$ cat src/rtl/buzzer_pkg.sv
// Shared constants, step record and state codes for the buzzer pattern sequencer.
package buzzer_pkg;

   localparam int CLK_HZ    = 50_000_000;
   localparam int PW        = 20;
   localparam int MAX_STEPS = 8;
   localparam int SW        = $clog2(MAX_STEPS);

   localparam logic [1:0] ID_CLICK = 2'd0;
   localparam logic [1:0] ID_DONE  = 2'd1;
   localparam logic [1:0] ID_ERROR = 2'd2;

   localparam logic [PW-1:0] P_SILENT = '0;
   localparam logic [PW-1:0] P_4K     = PW'(CLK_HZ / 4_000 - 1);
   localparam logic [PW-1:0] P_2K     = PW'(CLK_HZ / 2_000 - 1);
   localparam logic [PW-1:0] P_1K     = PW'(CLK_HZ / 1_000 - 1);
   localparam logic [PW-1:0] P_500    = PW'(CLK_HZ / 500 - 1);

   localparam logic [1:0] ST_IDLE = 2'd0;
   localparam logic [1:0] ST_LOAD = 2'd1;
   localparam logic [1:0] ST_PLAY = 2'd2;

   typedef struct packed {
      logic [PW-1:0] period;
      logic [9:0]    len;
      logic          last;
   } step_t;

   function automatic step_t mk_step(logic [PW-1:0] period, logic [9:0] len, logic last);
      step_t s;
      s.period = period;
      s.len    = len;
      s.last   = last;
      return s;
   endfunction

endpackage

$ cat src/rtl/buzzer_if.sv
// Request/tone bundle between the bottling control FSM (master) and the sequencer (slave).
interface buzzer_if #(
   parameter int N = 20
) ();
   logic [2:0]   req;
   logic [N-1:0] full_cycle;
   logic [N-1:0] duty_cycle;
   logic         busy;
   logic [1:0]   active_id;
   logic         done;

   modport master (
      output req,
      input  full_cycle, duty_cycle, busy, active_id, done
   );

   modport slave (
      input  req,
      output full_cycle, duty_cycle, busy, active_id, done
   );
endinterface

$ cat src/rtl/buzzer_pattern_rom.sv
// Combinational beep-pattern table addressed by {pattern id, step}.
module buzzer_pattern_rom
   import buzzer_pkg::*;
(
   input  logic [1:0]    i_id,
   input  logic [SW-1:0] i_step,
   output step_t         o_step
);

   always_comb begin
      o_step = mk_step(P_SILENT, 10'd1, 1'b1);
      case ({i_id, i_step})
         {ID_CLICK, 3'd0}: o_step = mk_step(P_4K,     10'd20,  1'b1);
         {ID_DONE,  3'd0}: o_step = mk_step(P_1K,     10'd100, 1'b0);
         {ID_DONE,  3'd1}: o_step = mk_step(P_SILENT, 10'd50,  1'b0);
         {ID_DONE,  3'd2}: o_step = mk_step(P_2K,     10'd100, 1'b1);
         {ID_ERROR, 3'd0}: o_step = mk_step(P_500,    10'd200, 1'b0);
         {ID_ERROR, 3'd1}: o_step = mk_step(P_SILENT, 10'd100, 1'b0);
         {ID_ERROR, 3'd2}: o_step = mk_step(P_500,    10'd200, 1'b0);
         {ID_ERROR, 3'd3}: o_step = mk_step(P_SILENT, 10'd100, 1'b0);
         {ID_ERROR, 3'd4}: o_step = mk_step(P_500,    10'd200, 1'b1);
         default:          o_step = mk_step(P_SILENT, 10'd1,   1'b1);
      endcase
   end

endmodule

$ cat src/rtl/buzzer_sequencer.sv
// Latches click/fill-done/error requests and plays their beep patterns by fixed priority.
// state | meaning
// IDLE  | silent; picks the highest pending request
// LOAD  | registers the current ROM step into the tone outputs
// PLAY  | holds the tone for len ticks, then next step or done
module buzzer_sequencer
   import buzzer_pkg::*;
#(
   parameter int N           = 20,
   parameter int TICK_CYCLES = 50000
) (
   input logic     clk,
   input logic     reset_n,
   buzzer_if.slave bus
);

   localparam int TW = (TICK_CYCLES > 1) ? $clog2(TICK_CYCLES) : 1;

   logic [1:0]    r_state;
   logic [2:0]    r_pend;
   logic [1:0]    r_id;
   logic [SW-1:0] r_step;
   logic [TW-1:0] r_tick;
   logic [9:0]    r_unit;
   logic [N-1:0]  r_full;
   logic [N-1:0]  r_duty;
   logic          r_busy;
   logic [1:0]    r_active;
   logic          r_done;

   step_t         w_step;
   logic [9:0]    w_len;
   logic [PW:0]   w_duty;
   logic [1:0]    w_sel;
   logic [2:0]    w_clr;
   logic          w_preempt;
   logic          w_tick_end;
   logic          w_unit_end;

   buzzer_pattern_rom u_rom (
      .i_id   (r_id),
      .i_step (r_step),
      .o_step (w_step)
   );

   assign w_len      = (w_step.len == 10'd0) ? 10'd1 : w_step.len;
   assign w_duty     = ({1'b0, w_step.period} + {{PW{1'b0}}, 1'b1}) >> 1;
   assign w_tick_end = (r_tick == TW'(TICK_CYCLES - 1));
   assign w_unit_end = ((r_unit + 10'd1) == w_len);
   assign w_sel      = r_pend[2] ? ID_ERROR : (r_pend[1] ? ID_DONE : ID_CLICK);

   always_comb begin
      w_preempt = 1'b0;
      case (r_id)
         ID_CLICK: w_preempt = |r_pend[2:1];
         ID_DONE:  w_preempt = r_pend[2];
         default:  w_preempt = 1'b0;
      endcase
   end

   always_comb begin
      w_clr = 3'b000;
      if (r_state == ST_IDLE && |r_pend) w_clr[w_sel] = 1'b1;
   end

   // A request landing on the bit being cleared survives, so that pattern replays later.
   always_ff @(posedge clk or negedge reset_n) begin
      if (!reset_n) r_pend <= 3'b000;
      else          r_pend <= (r_pend & ~w_clr) | bus.req;
   end

   always_ff @(posedge clk or negedge reset_n) begin
      if (!reset_n) begin
         r_state  <= ST_IDLE;
         r_id     <= ID_CLICK;
         r_step   <= '0;
         r_tick   <= '0;
         r_unit   <= '0;
         r_full   <= '0;
         r_duty   <= '0;
         r_busy   <= 1'b0;
         r_active <= 2'd0;
         r_done   <= 1'b0;
      end else begin
         r_done <= 1'b0;
         case (r_state)
            ST_IDLE: begin
               if (|r_pend) begin
                  r_id     <= w_sel;
                  r_active <= w_sel;
                  r_step   <= '0;
                  r_busy   <= 1'b1;
                  r_state  <= ST_LOAD;
               end
            end
            ST_LOAD: begin
               if (w_preempt) begin
                  r_full   <= '0;
                  r_duty   <= '0;
                  r_busy   <= 1'b0;
                  r_active <= 2'd0;
                  r_state  <= ST_IDLE;
               end else begin
                  r_full  <= N'(w_step.period);
                  r_duty  <= N'(w_duty);
                  r_tick  <= '0;
                  r_unit  <= '0;
                  r_state <= ST_PLAY;
               end
            end
            ST_PLAY: begin
               if (w_preempt) begin
                  r_full   <= '0;
                  r_duty   <= '0;
                  r_busy   <= 1'b0;
                  r_active <= 2'd0;
                  r_state  <= ST_IDLE;
               end else if (w_tick_end) begin
                  r_tick <= '0;
                  if (w_unit_end) begin
                     if (w_step.last) begin
                        r_full   <= '0;
                        r_duty   <= '0;
                        r_busy   <= 1'b0;
                        r_active <= 2'd0;
                        r_done   <= 1'b1;
                        r_state  <= ST_IDLE;
                     end else begin
                        r_step  <= r_step + SW'(1);
                        r_state <= ST_LOAD;
                     end
                  end else begin
                     r_unit <= r_unit + 10'd1;
                  end
               end else begin
                  r_tick <= r_tick + TW'(1);
               end
            end
            default: r_state <= ST_IDLE;
         endcase
      end
   end

   assign bus.full_cycle = r_full;
   assign bus.duty_cycle = r_duty;
   assign bus.busy       = r_busy;
   assign bus.active_id  = r_active;
   assign bus.done       = r_done;

endmodule

$ cat src/flat_wrapper.sv
// flat-port wrapper written by rule: the top's interface ports become plain ports
module buzzer_sequencer_flat import buzzer_pkg::*;
#(
   parameter int N           = 20,
   parameter int TICK_CYCLES = 50000
)
  (clk, reset_n, bus_req, bus_full_cycle, bus_duty_cycle, bus_busy, bus_active_id, bus_done);
  buzzer_if #(.N(N)) bus_i ();
  input logic clk;
  input logic reset_n;
  input wire logic [$bits(bus_i.req)-1:0] bus_req;
  output wire logic [$bits(bus_i.full_cycle)-1:0] bus_full_cycle;
  output wire logic [$bits(bus_i.duty_cycle)-1:0] bus_duty_cycle;
  output wire logic [$bits(bus_i.busy)-1:0] bus_busy;
  output wire logic [$bits(bus_i.active_id)-1:0] bus_active_id;
  output wire logic [$bits(bus_i.done)-1:0] bus_done;
  assign bus_i.req = bus_req;
  assign bus_full_cycle = bus_i.full_cycle;
  assign bus_duty_cycle = bus_i.duty_cycle;
  assign bus_busy = bus_i.busy;
  assign bus_active_id = bus_i.active_id;
  assign bus_done = bus_i.done;
  buzzer_sequencer #(.N(N), .TICK_CYCLES(TICK_CYCLES)) u_core (.clk(clk), .reset_n(reset_n), .bus(bus_i));
endmodule
$ cat config.mk
export PLATFORM = sky130hd
export DESIGN_NAME = buzzer_sequencer_flat
export DESIGN_NICKNAME = d
export VERILOG_FILES = /design/src/rtl/buzzer_pkg.sv /design/src/rtl/buzzer_if.sv /design/src/rtl/buzzer_pattern_rom.sv /design/src/rtl/buzzer_sequencer.sv /design/src/flat_wrapper.sv
export SDC_FILE = /design/constraint.sdc
export NUM_CORES = 1
export LEC_CHECK = 0
export CAP_MARGIN = 5
export CORE_ASPECT_RATIO = 1.75
export CORE_MARGIN = 5
export CORE_UTILIZATION = 45
export CTS_BUF_LIST = sky130_fd_sc_hd__clkbuf_4 sky130_fd_sc_hd__clkbuf_8
export CTS_CLUSTER_DIAMETER = 40
export DETAILED_ROUTE_END_ITERATION = 10
export DONT_BUFFER_PORTS = 1
export GPL_TIMING_DRIVEN = 0
export PLACE_DENSITY = 0.57
export SLEW_MARGIN = 30
export SYNTH_ARGS = -nofsm -noshare
export SYNTH_HDL_FRONTEND = slang
export SYNTH_SLANG_ARGS = --single-unit
$ cat constraint.sdc
create_clock -name clk -period 5 [get_ports clk]
set_input_delay 0.5 -clock clk [delete_from_list [all_inputs] [get_ports clk]]
set_output_delay 0.5 -clock clk [all_outputs]
set_load 0.01 [all_outputs]
==> flow_summary.yaml <==
cts:
  post_cts_buffers: 0
  tritoncts.num_buffers: 9
  clk_path_buf_depth: 2
  clkSlewWorstSetupHoldPaths_ns: 0.07
  tritoncts_num_sinks: 61
  clock_latency_ns: 0.36
  tritoncts: "built"
  ctsResizeCount: 0
  htreeDepth: 3
  clock_tree.root_cell: "clkbuf_8"
place:
  gp_congestion: 0.818
  place_hpwl_um: 6640
  total_placed_cells_including_tap_cells: 529
  dp_slack_ns: 1.75
  io_buffers: 0
timing:
  worst_slew_pin_slew_ns: 0.805
  setup_ws_ns: 1.80
  slew-limit-headroom_pct: 46.3
  finalSetupViolCount: 0
  final_worst_path_period_share_pct: 64.1
  grt_setup_unrepaired: "false"
  final.setup_skew_ns: 0.00878
  final-hold-violation-count: 0
  minimum_clock_period_after_layout_ns: 3.20
  holdWs_ns: 0.00734
  finalSetupTns_ns: 0
  max_freq_mhz: 312
  report.final.slew_viol_count: 0
drt:
  postRouteAntennaNets: 0
  routed_via_density: 5.56
  detail_route.first_pass.iterations: 4
  vias: 3037
  remaining_drc_errors: 0
  wl_per_instance_um: 16.3
  first_iter_violations: 127
  totalWireLength_um: 8890
global_routing:
  grt.total_usage_pct: 18.1
  grt_overflow_total: 0
  number_of_antenna_violations_at_the_first_check_in_global_routing: 0
  grt_max_degree: 62
  wire_length_of_the_first_global_routing_pass_um: 14900
  vias_in_the_first_global_route: 3014
logic_synthesis:
  netlist.top_cell.by_area: "dfrtp_1"
  netlist_top_cells_area: "dfrtp_1 40%, ha_1 4.6%, a22o_1 3.9%, buf_4 3.7%, nand2_1 3.4%"
  yosys.area.top_type_share_pct: 40.1
  synth_seq_area_share_pct: 40.1
  synth_seq_cells: 61
  yosysWarnings: 0
  edff_count_synth: 0
  synth_flop_cell: "dfrtp_1"
  postSynth.asyncResetShare_pct: 100
  netlist_area_um2: 3810
  synth.avg_cell_area_um2: 9.38
  ys_types: 65
  synthCells: 406
setup_path:
  worst_ep_required_time_ns: 5.25
  regToRegSetupSlack_ns: 1.80
  timing_worst_setup_path_type: "reg -> reg"
  critical_path.reg2reg.endpoint: "u_core.bus.active_id[0]"
  path_max_fanout: 10
  worstReg2RegStart: "u_core.r_step[0]"
  critical_path.endpoint_type: "register"
  timing.critical_path.arrival_ns: 3.45
  ff2ff_path_depth: 11
  critical_path.startpoint: "u_core.r_step[0]"
  timing.critical_path.from_type: "register"
power_and_ir_drop:
  total_leakage_power_uw: 0.00195
  worst_ir_drop_vdd_mv: 0.277
  post-layout-total-power_uw: 2190
  power-per-cell-area_nw_per_um2: 518
layout:
  drive_gt1_share_pct: 15.5
  post_layout_nonfiller_instances: 546
  fill_cells: 790
  nNetsFinal: 445
  area.growth.synth_to_final_pct: 11.3
  antennaDiodeCount: 0
floorplan:
  die_width_um: 79.5
  die_area_um2: 10500
  design.core.area_um2: 8310
  fp.dieH_um: 132
  initial_core_util_pct: 45.8
  row_count: 44
  io-pin-count: 49
outcome:
  run_status: "complete, no violations"
worst_hold_path:
  timing.hold.worst.class: "in -> async"
flow_run:
  maxCapViolations: 0
==> synthesized netlist by cell type, drive strengths merged, types with 3 or more instances <==
cell and count:
a21oi 16, inv 14, o21bai 3, nand4b 3, buf 33, ha 14, nand3b 3, nor4 4
mux2 4, and4 4, or3 6, nand4 9, nor2b 10, mux2i 4, clkbuf 7, a21o 14
xnor2 10, dfrtp 61, o31ai 3, or4 3, nor2 26, a41o 4, nand3 14, nand2b 6
nand2 35, and3 10, a31oi 5, o21ai 23, nor3 13, a22o 17
==> layout make-up <==
cell class	count	area (µm²)	area share, %
inverter	14	52.6	1.24
multi-input combinational	299	1990	47.0
sequential	61	1530	36.0
timing repair buffer	1	27.5	0.649
buffer	40	269	6.35
clock inverter	4	70.1	1.65
tap	115	144	3.39
clock buffer	12	159	3.75
==> where the power goes <==
part | total, µW | switching (µW) | leakage (µW) | internal [µW]
Clock | 509 | 197 | 0.000120 | 312
Combinational | 961 | 571 | 0.00102 | 389
Sequential | 725 | 126 | 0.000812 | 598
Total | 2190 | 895 | 0.00195 | 1300
==> kinds of logic (layout without fill, tap and decap cells) <==
group | Yosys count | in the layout | share of synthesized area [%]
DFF | 61 | 61 | 40.1
AOI/OAI and AO/OA | 101 | 101 | 19.4
buffers and inverters | 54 | 71 | 8.44
other | 1 | 9 | 0.0985
adders and majority gates | 15 | 15 | 4.86
and+or+nand+nor | 154 | 154 | 22.2
xor gates and xnor gates | 12 | 12 | 2.76
muxes | 8 | 8 | 2.23
==> sequential cells by signal, indices dropped and copies added, names as in the netlist <==
signal,flops
u_core.bus.active_id,2
u_core.bus.busy,1
u_core.bus.done,1
u_core.bus.duty_cycle,14
u_core.bus.full_cycle,7
u_core.r_id,2
u_core.r_pend,3
u_core.r_state,2
u_core.r_step,3
u_core.r_tick,16
u_core.r_unit,10
==> routing by layer <==
layer  GRT usage, %  wire length, µm  vias to the layer above
met5              0                0                        -
met4           8.41              268                        0
met3           4.45              345                       19
met2           32.7             4880                       57
met1           19.1             3390                     1478
li1               -                -                     1483
==> through the flow <==
stage	utilization, %	area (µm²)
after floorplan	-	3840
after global placement	47.9	3980
after global routing	51.0	4240
after detailed placement	47.9	3980
final	51.0	4240
after CTS	51.0	4240
==> worst max path at each step <==
stage | end | slack (ns) | cells after the start
detailed placement | u_core.bus.active_id[0] | 1.75 | 11
global route | u_core.bus.active_id[1] | 1.51 | 11
floorplan | u_core.bus.active_id[0] | 2.23 | 11
global placement | u_core.bus.active_id[1] | 1.75 | 11
CTS | u_core.bus.active_id[0] | 1.73 | 11
finish | u_core.bus.active_id[0] | 1.80 | 11
==> worst max-delay path: stages (launching register included) <==
cell	delay (ns)
dfrtp_1	0.41
buf_6	0.15
inv_1	0.10
ha_1	0.26
nor2b_1	0.14
nor4_1	0.53
o221ai_1	0.21
o41ai_2	0.10
a2bb2oi_2	0.36
and4_4	0.32
o211a_4	0.18
mux2_2	0.33
==> layout by cell type, fill, tap and decap left out, types with 12 or more instances in the layout <==
master,instances
inv_1,14
a22o_1,17
nor2_1,26
nand2_1,34
dfrtp_1,61
buf_4,19
nor3_1,12
o21ai_0,20
ha_1,14
a21oi_1,16
a21o_1,14
nand3_1,14
==> timing repair <==
action | CTS | global route
hold endpoints to repair | 61 | 0
setup endpoints to repair | 0 | 0
hold buffers | 1 | 0
Power figures use the tool's default switching activity.
==> RTL edit, RTL diff (config.mk and constraints unchanged) <==
`TICK_CYCLES` is set to 50000 in 2 places; all go to 12500.
--- a/src/rtl/buzzer_sequencer.sv
+++ b/src/rtl/buzzer_sequencer.sv
@@ -7,7 +7,7 @@
    import buzzer_pkg::*;
 #(
    parameter int N           = 20,
-   parameter int TICK_CYCLES = 50000
+   parameter int TICK_CYCLES = 12500
 ) (
    input logic     clk,
    input logic     reset_n,
--- a/src/flat_wrapper.sv
+++ b/src/flat_wrapper.sv
@@ -2,7 +2,7 @@
 module buzzer_sequencer_flat import buzzer_pkg::*;
 #(
    parameter int N           = 20,
-   parameter int TICK_CYCLES = 50000
+   parameter int TICK_CYCLES = 12500
 )
   (clk, reset_n, bus_req, bus_full_cycle, bus_duty_cycle, bus_busy, bus_active_id, bus_done);
   buzzer_if #(.N(N)) bus_i ();
Formal check against the unedited RTL: no difference found for any inputs over 4 cycles, from zero or initial values and one cycle with reset_n low; that may be too few to reach the edited logic, so the function may still have changed.
==> RTL edit against the original RTL <==
Sequential cell count shrank 2. Routed wire length is 0.48% lower. Count of clock-buffer cells in the layout decreased by 1. Power down 3.4%. Clock power shrank 12%. Area after synthesis shrank 4.9%. First-iteration DRC count up 31%. Cell area shrank 5.8%. Utilization shrank 0.48 points. Global-route usage is 0.76 points higher. Setup slack lost 0.79 ns. Maximum frequency is 20% lower. Critical path type unchanged.
==> RTL edit: results (changes against the original RTL) <==
Status: completed (unchanged)
Main area contributors after synthesis: dfrtp_1 41%, ha_1 4.8%, buf_4 3.9% (was dfrtp_1 40%, ha_1 4.6%, a22o_1 3.9%)
Post-synthesis xor/xnor area fraction: 3.76% (was 2.76%)
Pin count of the biggest net entering global routing: 60 (was 62)
Register-to-register setup slack: 1.01 ns (was 1.80 ns)
Arr. time, crit path: 4.24 ns (was 3.45 ns)
Synth cell types: 59 (was 65)
Number of DRC markers in iteration 0: 166 (was 127)
Slowest CP cell: o311ai_1 (was nor4_1)
Worst R2R Start: u_core.r_step[0]$_DFFE_PN0P_ (unchanged)
Worst slew pin tran: 0.833 ns (was 0.805 ns)
Crit-path leading delay family: compound AO/OA/AOI/OAI gates (was simple AND/OR/NAND/NOR gates)
Seq power: 0.705 mW (was 0.725 mW)
Nets@finish: 424 (was 445)
Global-route wire length before repair: 15.0 mm (was 14.9 mm)
Delay of the slowest cell on the worst path: 0.70 ns (was 0.53 ns)
Switching part of the total: 42.2% (was 40.8%)
Adder-cell share of the synthesized area: 4.83% (was 4.86%)
Yosys Warn Count: 0 (unchanged)
Setup Skew: 0.00825 ns (was 0.00878 ns)
Mux share of post-synthesis cell area: 2.31% (was 2.23%)
Number of global-route vias before repair: 3107 (was 3014)
Met2 Use GR: 34.0% (was 32.7%)
Peak supply drop: 221 uV (was 277 uV)
Leak pwr: 1.86 nW (was 1.95 nW)
Routing usage on met1: 19.2% (was 19.1%)
Worst hold path type: in -> async (unchanged)
Routability cong.: 0.827 (was 0.818)
Register area share after synthesis: 40.7% (was 40.1%)
Combinational share of power: 45.6% (was 43.8%)
Synth Area in Compound Gates: 21.3% (was 19.3%)
WL final: 8.84 mm (was 8.89 mm)
Final Cycle Share: 79.9% (was 64.1%)
Setup crit end: u_core.bus.full_cycle[6]$_DFFE_PN0P_ (was u_core.bus.active_id[0]$_DFFE_PN0P_)
FF-to-FF End: u_core.bus.full_cycle[6]$_DFFE_PN0P_ (was u_core.bus.active_id[0]$_DFFE_PN0P_)
Top cells by count, synth: 59 x dfrtp_1, 35 x nand2_1, 28 x nor2_1 (was 61 x dfrtp_1, 34 x nand2_1, 26 x nor2_1)
Cts hold-fix bufs: 1 (unchanged)
Number of fill cells in the layout: 738 (was 790)
Min Hold Slack: 0.00491 ns (was 0.00734 ns)
Total GRT Usage: 18.9% (was 18.1%)
M3 GR Usage: 3.36% (was 4.45%)
Share of cells above drive strength 1: 12.5% (was 15.5%)
[RTL edit: changes by cell type after synthesis, sizes merged, moves of 4 or more]
cell,before,now
a21oi,16,7
buf,33,24
and3,10,4
clkbuf,7,12
nor3,13,8
nor3b,1,6
a32o,0,4
a41o,4,0
nand4,9,5
xor2,2,6
[RTL edit: logic make-up (layout without fill, tap and decap cells)]
family | after synthesis | after routing
AND/OR/NAND/NOR | 135 | 135
AO/OA/AOI/OAI | 103 | 103
flip-flops | 59 | 59
buffers and inverters | 51 | 67
adder cells (fa/ha/maj) | 14 | 14
XOR/XNOR | 14 | 14
multiplexers | 8 | 8
other | 1 | 9
[RTL edit: per-stage QoR]
| stage | setup WS [ns] | utilization (%) | power, mW | instance area, sq um | instances |
|---|---|---|---|---|---|
| 2_1_floorplan | 1.83 | - | 1.44 | 3650 | 393 |
| 3_3_place_gp | 0.996 | 47.6 | 1.67 | 3770 | 483 |
| 3_5_place_dp | 0.982 | 47.6 | 1.69 | 3770 | 483 |
| 4_1_cts | 0.956 | 50.5 | 2.15 | 4000 | 499 |
| 5_1_grt | 0.659 | 50.5 | 2.29 | 4000 | 499 |
| 6_report | 1.01 | 50.5 | 2.12 | 4000 | 499 |
[RTL edit: metal layers]
metal | vias to the layer above | wire (um)
met2 | 57 | 4840
met3 | 26 | 288
met1 | 1402 | 3360
li1 | 1407 | -
met4 | 0 | 354
met5 | - | 0
[RTL edit: layout make-up]
class / instances / area [sq um] / area share (%)
well taps: 90 / 113 / 2.82
plain buffers: 36 / 218 / 5.45
repair buffers: 1 / 27.5 / 0.689
inverters: 15 / 56.3 / 1.41
flip-flops and latches: 59 / 1480 / 37.0
clock buffers: 11 / 151 / 3.79
clock inverters: 4 / 50.0 / 1.25
multi-input cells: 283 / 1900 / 47.6
